$ cat config.mk
export PLATFORM = sky130hd
export DESIGN_NAME = audio_i2s_tx
export DESIGN_NICKNAME = d
export VERILOG_FILES = /design/src/rtl/audio_i2s_tx.sv
export SDC_FILE = /design/constraint.sdc
export NUM_CORES = 1
export LEC_CHECK = 0
export BUFFER_PORTS_ARGS = -buffer_cell sky130_fd_sc_hd__clkbuf_2
export CAP_MARGIN = 20
export CORE_MARGIN = 4
export CORE_UTILIZATION = 40
export CTS_BUF_LIST = sky130_fd_sc_hd__clkbuf_2
export CTS_CLUSTER_SIZE = 8
export DETAILED_ROUTE_END_ITERATION = 8
export SETUP_SLACK_MARGIN = 0.05
export SLEW_MARGIN = 20
export SYNTH_ARGS = -nofsm -noshare
export SYNTH_HDL_FRONTEND = slang
export SYNTH_SLANG_ARGS = --single-unit
$ cat constraint.sdc
create_clock -name CLK -period 7.1 [get_ports CLK]
set_input_delay 1.065 -clock CLK [delete_from_list [all_inputs] [get_ports CLK]]
set_output_delay 1.065 -clock CLK [all_outputs]
set_load 0.005 [all_outputs]
$ cat src/rtl/audio_i2s_tx.sv
// I2S transmitter: 16-bit stereo samples in 32-bit slots, MSB one SCLK after
// the LRCK edge, with a free-running codec master clock and a one-cycle
// sample request at each frame capture.
module audio_i2s_tx #(
    parameter int SCLK_HALF   = 8,
    parameter int MCLK_HALF   = 2,
    parameter int UNSIGNED_IN = 1
) (
    input  logic        CLK,
    input  logic        I_RESET_N,
    input  logic [15:0] I_L_DATA,
    input  logic [15:0] I_R_DATA,
    output logic        O_MCLK,
    output logic        O_SCLK,
    output logic        O_LRCK,
    output logic        O_SDIN,
    output logic        O_SAMPLE_REQ
);

    localparam logic [7:0] HC_MAX = 8'(SCLK_HALF - 1);
    localparam logic [7:0] MC_MAX = 8'(MCLK_HALF - 1);

    logic [1:0]  rst_sync;
    logic        run;
    logic [7:0]  hc;
    logic [7:0]  mc;
    logic [5:0]  bc;
    logic [15:0] hl;
    logic [15:0] hr;

    logic        hc_wrap;
    logic        sclk_fall;
    logic [5:0]  bc_new;
    logic [4:0]  slot_pos;
    logic        capture;
    logic [15:0] l_conv;
    logic [15:0] r_conv;
    logic [15:0] word;
    logic [3:0]  bit_idx;
    logic        sdin_next;

    // Reset release synchroniser; assertion clears it immediately.
    always_ff @(posedge CLK or negedge I_RESET_N) begin
        if (!I_RESET_N) begin
            rst_sync <= '0;
        end else begin
            rst_sync <= {rst_sync[0], 1'b1};
        end
    end

    assign run = rst_sync[1];

    // Edge detection, slot position and next serial bit.
    always_comb begin
        hc_wrap   = (hc == HC_MAX);
        sclk_fall = hc_wrap && O_SCLK;
        bc_new    = bc + 6'd1;
        slot_pos  = bc_new[4:0];
        capture   = sclk_fall && (bc_new == '0);
        l_conv    = (UNSIGNED_IN != 0) ? {~I_L_DATA[15], I_L_DATA[14:0]} : I_L_DATA;
        r_conv    = (UNSIGNED_IN != 0) ? {~I_R_DATA[15], I_R_DATA[14:0]} : I_R_DATA;
        word      = bc_new[5] ? hr : hl;
        bit_idx   = 4'(5'd16 - slot_pos);
        sdin_next = 1'b0;
        if ((slot_pos >= 5'd1) && (slot_pos <= 5'd16)) begin
            sdin_next = word[bit_idx];
        end
    end

    // Bit clock, frame counter, serial outputs and sample capture.
    always_ff @(posedge CLK or negedge I_RESET_N) begin
        if (!I_RESET_N) begin
            hc           <= '0;
            bc           <= '1;
            hl           <= '0;
            hr           <= '0;
            O_SCLK       <= 1'b0;
            O_LRCK       <= 1'b0;
            O_SDIN       <= 1'b0;
            O_SAMPLE_REQ <= 1'b0;
        end else if (!run) begin
            hc           <= '0;
            bc           <= '1;
            hl           <= '0;
            hr           <= '0;
            O_SCLK       <= 1'b0;
            O_LRCK       <= 1'b0;
            O_SDIN       <= 1'b0;
            O_SAMPLE_REQ <= 1'b0;
        end else begin
            O_SAMPLE_REQ <= capture;
            if (hc_wrap) begin
                hc     <= '0;
                O_SCLK <= ~O_SCLK;
            end else begin
                hc <= hc + 8'd1;
            end
            if (sclk_fall) begin
                bc     <= bc_new;
                O_LRCK <= bc_new[5];
                O_SDIN <= sdin_next;
            end
            if (capture) begin
                hl <= l_conv;
                hr <= r_conv;
            end
        end
    end

    // Codec master clock, free running from reset release.
    always_ff @(posedge CLK or negedge I_RESET_N) begin
        if (!I_RESET_N) begin
            mc     <= '0;
            O_MCLK <= 1'b0;
        end else if (!run) begin
            mc     <= '0;
            O_MCLK <= 1'b0;
        end else if (mc == MC_MAX) begin
            mc     <= '0;
            O_MCLK <= ~O_MCLK;
        end else begin
            mc <= mc + 8'd1;
        end
    end

endmodule

# After elaboration in Yosys (flattened, before gate mapping)
# Cells that the tools add are included.
[totals] register_bits=61 elab_cells=55
[classes] add_sub_neg=4 magnitude_cmp=3 n_eq_ne=6 muxes=23 bitwise_logic=4 n_reduce_logical=4
[ops] op="16-bit 2-to-1 mux" count=5
[ops] op="8-bit 2-to-1 mux" count=4
[ops] op="8-bit by 1-bit adder with 8-bit output, second input constant" count=2
[ops] op="6-bit 2-to-1 mux" count=2
[ops] op="1-bit 2-to-1 mux" count=11
[ops] op="8-bit by 1-bit == test with 1-bit output, second input constant" count=1
[ops] op="8-bit by 3-bit == test with 1-bit output, second input constant" count=1
[ops] op="2-bit by 1-bit != test with 1-bit output, second input constant" count=4
[ops] op="6-bit by 1-bit adder with 6-bit output, second input constant" count=1
[ops] op="6-bit zero test" count=1
[ops] op="5-bit by 1-bit greater-or-equal comparator with 1-bit output, second input constant" count=1
[ops] op="5-bit <= comparator, second input constant" count=1
[ops] op="4-bit by 5-bit less-than comparator with 1-bit output, second input constant" count=1
[ops] op="1-bit binary-select mux with 4-bit select" count=1
[ops] op="1-bit NOT" count=4
[ops] op="1-bit by 4-bit subtractor with 4-bit output, first input constant" count=1
[ops] op="1-bit logical AND" count=3

# Logic depth before layout (Yosys ltp)
[logic_depth] word_depth=7 depth_mapped=10 depth_no_buf=8

# Worst setup path before layout
# Ideal clock, no wire load.
[synth_path] path_kind="reg2reg" start="register bc[0]" end="register O_SDIN" setup_time_ns=0.096 arrival_time_ns=2.135 required_ns=7.004 setup_slack_ns=4.870 path_stages_with_launch=9 path_buffers=1 cell_sequence="dfstp_2 inv_1 ha_1 buf_2 nor3_1 a21oi_1 o31ai_1 or4b_1 a311oi_2"
[synth_between] elab_chain_len=7 word_cells_on_any_way=11
[synth_rtl] item="start, declared" line_no="27" text="logic [5:0] bc;"
[synth_rtl] item="start signal, assigned" line_no="99" text="bc <= bc_new;"
[synth_rtl] item="6-bit by 1-bit adder with 6-bit output (*)" line_no="57" text="bc_new = bc + 6'd1;"
[synth_rtl] item="1-bit by 4-bit subtractor with 4-bit output or 16-bit 2-to-1 mux (tied branches)" line_no="63, 62"
[synth_rtl] item="1-bit binary-select mux with 4-bit select" line_no="66" text="sdin_next = word[bit_idx];"
[synth_rtl] item="1-bit 2-to-1 mux (not written as such)" line_no="66"
[synth_rtl] item="1-bit 2-to-1 mux (*)" line_no="65" text="if ((slot_pos >= 5'd1) && (slot_pos <= 5'd16)) begin"
[synth_rtl] item="1-bit 2-to-1 mux (*)" line_no="98" text="if (sclk_fall) begin"
[synth_rtl] item="1-bit 2-to-1 mux (*)" line_no="81" text="end else if (!run) begin"
[synth_rtl] item="end signal, assigned" line_no="101" text="O_SDIN <= sdin_next;"
[synth_rtl] item="end, declared" line_no="16" text="output logic O_SDIN,"
# Every way passes the cells marked *; elsewhere a longest branch is shown, timed or not. The select of a mux whose other input is x is not followed.
# A chain may end at the register's enable or synchronous reset.

# Worst setup path after layout
[layout_path] start="register hc[0]" end="register hl[5]"
[layout_between] elab_chain_len=4
[layout_rtl] item="start, declared" line_no="25" text="logic [7:0] hc;"
[layout_rtl] item="start signal, assigned" line_no="96" text="hc <= hc + 8'd1;"
[layout_rtl] item="8-bit by 3-bit == test with 1-bit output" line_no="55" text="hc_wrap = (hc == HC_MAX);"
[layout_rtl] item="1-bit logical AND" line_no="56" text="sclk_fall = hc_wrap && O_SCLK;"
[layout_rtl] item="1-bit logical AND" line_no="59" text="capture = sclk_fall && (bc_new == '0);"
[layout_rtl] item="2-bit by 1-bit != test with 1-bit output (no line)"
[layout_rtl] item="end signal, assigned" line_no="104" text="hl <= l_conv;"
[layout_rtl] item="end, declared" line_no="28" text="logic [15:0] hl;"
# Every way passes these cells.

==> impl_summary.log <==
INFO  metric synthDistinctLibCells = 56
INFO  metric yosysWarnings = 0
INFO  metric drt_first_iter_violations = around 230
INFO  metric final_hold_viol_count = 0
INFO  metric pwr-share-clk = a little under a third
INFO  metric netlist_top_cells_count = sky130_fd_sc_hd__nand2_1, sky130_fd_sc_hd__dfrtp_1, sky130_fd_sc_hd__a21boi_1, sky130_fd_sc_hd__nor2_1, sky130_fd_sc_hd__nand3_1
INFO  metric syn-cell-area = between 0.003 and 0.004 mm2
INFO  metric powerDensity = ~160 mW/mm2
INFO  metric largest_net_degree_at_the_start_of_global_routing = just over 60
INFO  metric num_rows = 33
INFO  metric maxSlewHeadroom = about half
INFO  metric cp_max_fo = 32
INFO  metric cp_delay_by_family_top = simple AND/OR/NAND/NOR gates
INFO  metric setup_tns = 0 ns
INFO  metric rr_endpoint = hl[5]
INFO  metric ys_seq_area_share = a little under half
INFO  metric worstHoldEndpoint = rst_sync[1]
INFO  metric synth_top_cells_by_area = sky130_fd_sc_hd__dfrtp_1, sky130_fd_sc_hd__nand2_1, sky130_fd_sc_hd__a21boi_1
INFO  metric clock_transition_at_the_registers_of_the_reported_paths = 0.17 ns
INFO  metric clk-insertion-delay-late = between 0.5 and 0.6 ns
INFO  metric num-nets-final = 430
INFO  metric yosysTopAreaCell = sky130_fd_sc_hd__dfrtp_1
INFO  metric leakage_power_total = about 1.6 nW
INFO  metric design.core.area = a little over 0.008 mm2
INFO  metric stdcell_area = around 0.0037 mm2
INFO  metric worst_slew_pin_tran = slightly below 0.8 ns
INFO  metric hold_crit_path_type = reg2reg
INFO  metric synth_edf_count = 0
INFO  metric antenna_cells_inserted = 0
INFO  metric ctsHtreeMaxLevel = 3
INFO  metric pwr-share-seq = a little over three fifths
INFO  metric design.portCount = 39
INFO  metric yosysMostFrequentCell = sky130_fd_sc_hd__nand2_1
INFO  metric critPathArrivalTime = between 3 and 4 ns
INFO  metric most_frequently_used_flop_master_after_synthesis = sky130_fd_sc_hd__dfrtp_1
INFO  metric timing.critical_path.buf_inv = 0
INFO  metric grt_overflow = 0
INFO  metric grt_pass1_wl = around 13,000 um
INFO  metric synth_top_family_by_area = simple AND/OR/NAND/NOR gates
INFO  metric rsz0062_at_grt = false
INFO  metric synth.top_cell.area_share = about two fifths
INFO  metric reg2reg_from = hc[0]
INFO  metric cp-start-kind = flop
INFO  metric drt_drc_violations_left = 0
INFO  metric dr.pass1.iters = 4
INFO  metric comb_power_share = 6.4%
INFO  metric fillers = approximately 820
INFO  metric postSynthRegisterBits = 61
INFO  metric intPower = approximately 0.42 mW
INFO  metric numCtsBuffers = 9
INFO  metric syn_inst = 362
INFO  metric gr-usage-all-layers = between 10% and 20%
INFO  metric cell_depth_of_the_worst_hold_path = 0
INFO  metric hold_path.startpoint = rst_sync[0]
INFO  metric place_hpwl = approximately 5000 um
INFO  metric portBuffers = 38
INFO  metric async_flop_share = 100%
INFO  metric count_of_max_cap_constraint_violations = 0
INFO  metric final_max_slew_viol_count = 0
INFO  metric muxShareOfSynthArea = 2.15%
INFO  metric globalplace.congestion = 0.845
INFO  metric worst-setup-path-type = reg2reg
INFO  metric report.final.setup_viol = 0
INFO  metric setup_slack_reg_to_reg = roughly 4.1 ns
INFO  metric antenna_found_initial = 0
INFO  metric cp_cell_sequence = ha_1 -> nor4b_2 -> nand4_1 -> or4_2 -> nand2_1 -> a21boi_1
INFO  metric mappedNetlistNets = ~400
INFO  metric clk_path_buf_depth = 2
INFO  metric timing.critical_path.to_type = flop
INFO  metric synthSimpleGateAreaFrac = about a quarter
INFO  metric postLayoutCoreUtil = approximately 45%
INFO  metric fp.dieArea = roughly 0.010 mm2
INFO  metric route.final.wire_length = about 7300 um
INFO  metric outcome = finished clean
INFO  metric root_buffer = sky130_fd_sc_hd__clkbuf_2
INFO  metric cts_hold_buf = 0
INFO  metric worst_reg_to_reg_path_cell_count = 6
INFO  metric synthXorXnorAreaFrac = under 10%
INFO  metric drt-wirelength-per-cell = around 14 um
INFO  metric vdd_drop_max = 0.0764 mV
INFO  metric post-route-min-period = 2.98 ns
INFO  metric ant_nets = 0
INFO  metric tritoncts_clock_tree = built
INFO  metric detail_route.vias_per_cell = 5.19
INFO  metric total_power = between 0.5 and 0.6 mW
INFO  metric num_clock_sinks = 61
INFO  metric die_extent_in_y = 99.8 um
INFO  metric power.share.switching = 27.5%
INFO  metric start_util = about two fifths
INFO  metric die_w = about 100 um
INFO  metric post_dp_cell_area = around 0.0036 mm2
INFO  metric critPathSlowestCell = sky130_fd_sc_hd__or4_2
INFO  metric timing.critical_path.required = 7.48 ns
INFO  metric area_delta_synth_final = 8.95%
INFO  metric netSwitchingPower = roughly 0.16 mW
INFO  metric longest_individual_stage_delay_on_the_worst_path = approximately 1.2 ns
INFO  metric final_clock_period_utilization_by_the_worst_path = a little over two fifths
INFO  metric fin_skew = 0.0246 ns
INFO  metric synth-compound-area-share = about 17%
INFO  metric syn_avg_cell_area = approximately 9.3 um2
INFO  metric cts-resized-gates = 0
INFO  metric synth_fa_ha_area_share = 1.86%
INFO  metric via_count = approximately 2,600
INFO  metric postCtsSetupRepairBufs = 0
INFO  metric achievable-frequency = roughly 340 MHz
INFO  metric first_global_vias = 2,677
INFO  metric post_route_cells_drive_above_1_share = between 10% and 20%
-- through the flow --
stage / worst slack (ns) / cells / hold WS (ns)
3_5_place_dp: 4.06 / 485 / 0.337
3_3_place_gp: 4.15 / 485 / 0.334
5_1_grt: 3.87 / 501 / 0.389
6_report: 4.12 / 501 / 0.372
4_1_cts: 4.03 / 501 / 0.377
2_1_floorplan: 4.87 / 362 / 0.331
-- state kept, by name (all words and copies together), names as in the netlist --
| signal | flops |
|---|---|
| bc | 6 |
| O_SAMPLE_REQ | 1 |
| mc | 8 |
| rst_sync | 2 |
| O_MCLK | 1 |
| O_SDIN | 1 |
| O_LRCK | 1 |
| hl | 16 |
| O_SCLK | 1 |
| hc | 8 |
| hr | 16 |
-- power groups by stage --
stage	logic [mW]	clock network (mW)	registers (mW)
after floorplan	0.0169	0	0.364
after global placement	0.0378	0	0.365
after detailed placement	0.0380	0	0.365
after CTS	0.0382	0.187	0.359
after global routing	0.0431	0.203	0.361
final	0.0369	0.178	0.359
-- cells by family after synthesis --
group                    Yosys count
buffers and inverters             31
XOR/XNOR                          18
other                              1
adder cells (fa/ha/maj)            5
flip-flops                        61
AO/OA/AOI/OAI                     78
AND/OR/NAND/NOR                  161
multiplexers                       7
-- per-layer routing --
metal	vias up	wire (um)	track usage (%)	part of all wire (%)
li1	1308	-	-	-
met1	1226	3520	22.3	48
met2	50	3310	24.7	46
met3	15	261	3.37	3.6
met4	0	170	5.99	2.3
met5	-	0	0	0
-- placed cells by master (no fill, tap or decap), types with 4 or more instances in the layout --
| cell type | n |
|---|---|
| sky130_fd_sc_hd__nand2b_1 | 6 |
| sky130_fd_sc_hd__dfrtp_1 | 55 |
| sky130_fd_sc_hd__ha_1 | 5 |
| sky130_fd_sc_hd__a21oi_1 | 7 |
| sky130_fd_sc_hd__and3_1 | 6 |
| sky130_fd_sc_hd__xor2_1 | 12 |
| sky130_fd_sc_hd__and2_1 | 5 |
| sky130_fd_sc_hd__o21ai_0 | 10 |
| sky130_fd_sc_hd__nand3_1 | 19 |
| sky130_fd_sc_hd__xnor2_1 | 6 |
| sky130_fd_sc_hd__and3_2 | 4 |
| sky130_fd_sc_hd__a21boi_1 | 30 |
| sky130_fd_sc_hd__nor3_1 | 5 |
| sky130_fd_sc_hd__a211oi_1 | 10 |
| sky130_fd_sc_hd__nand2_1 | 78 |
| sky130_fd_sc_hd__inv_1 | 8 |
| sky130_fd_sc_hd__nor2_1 | 20 |
| sky130_fd_sc_hd__clkbuf_2 | 48 |
| sky130_fd_sc_hd__mux2i_1 | 5 |
| sky130_fd_sc_hd__dfstp_2 | 6 |
-- how the worst max path moves through the flow --
stage | startpoint | end | slack [ns] | cells after the start
after floorplan | bc[0] | O_SDIN | 4.87 | 8
after global placement | hc[0] | hr[7] | 4.15 | 6
after detailed placement | hc[0] | hr[7] | 4.06 | 6
after CTS | hc[0] | hl[5] | 4.03 | 6
after global routing | hc[0] | hr[8] | 3.87 | 6
final | hc[0] | hl[5] | 4.12 | 6
-- layout make-up --
class                      instances  area, um2  area share [%]
tap                              105        131            3.58
timing repair buffer              41        213            5.80
sequential                        61       1530            41.8
clock inverter                     6       40.0            1.09
clock buffer                      10       50.0            1.36
multi-input combinational        270       1670            45.6
inverter                           8       30.0           0.818
No activity file was read; power rests on OpenSTA's default activity.
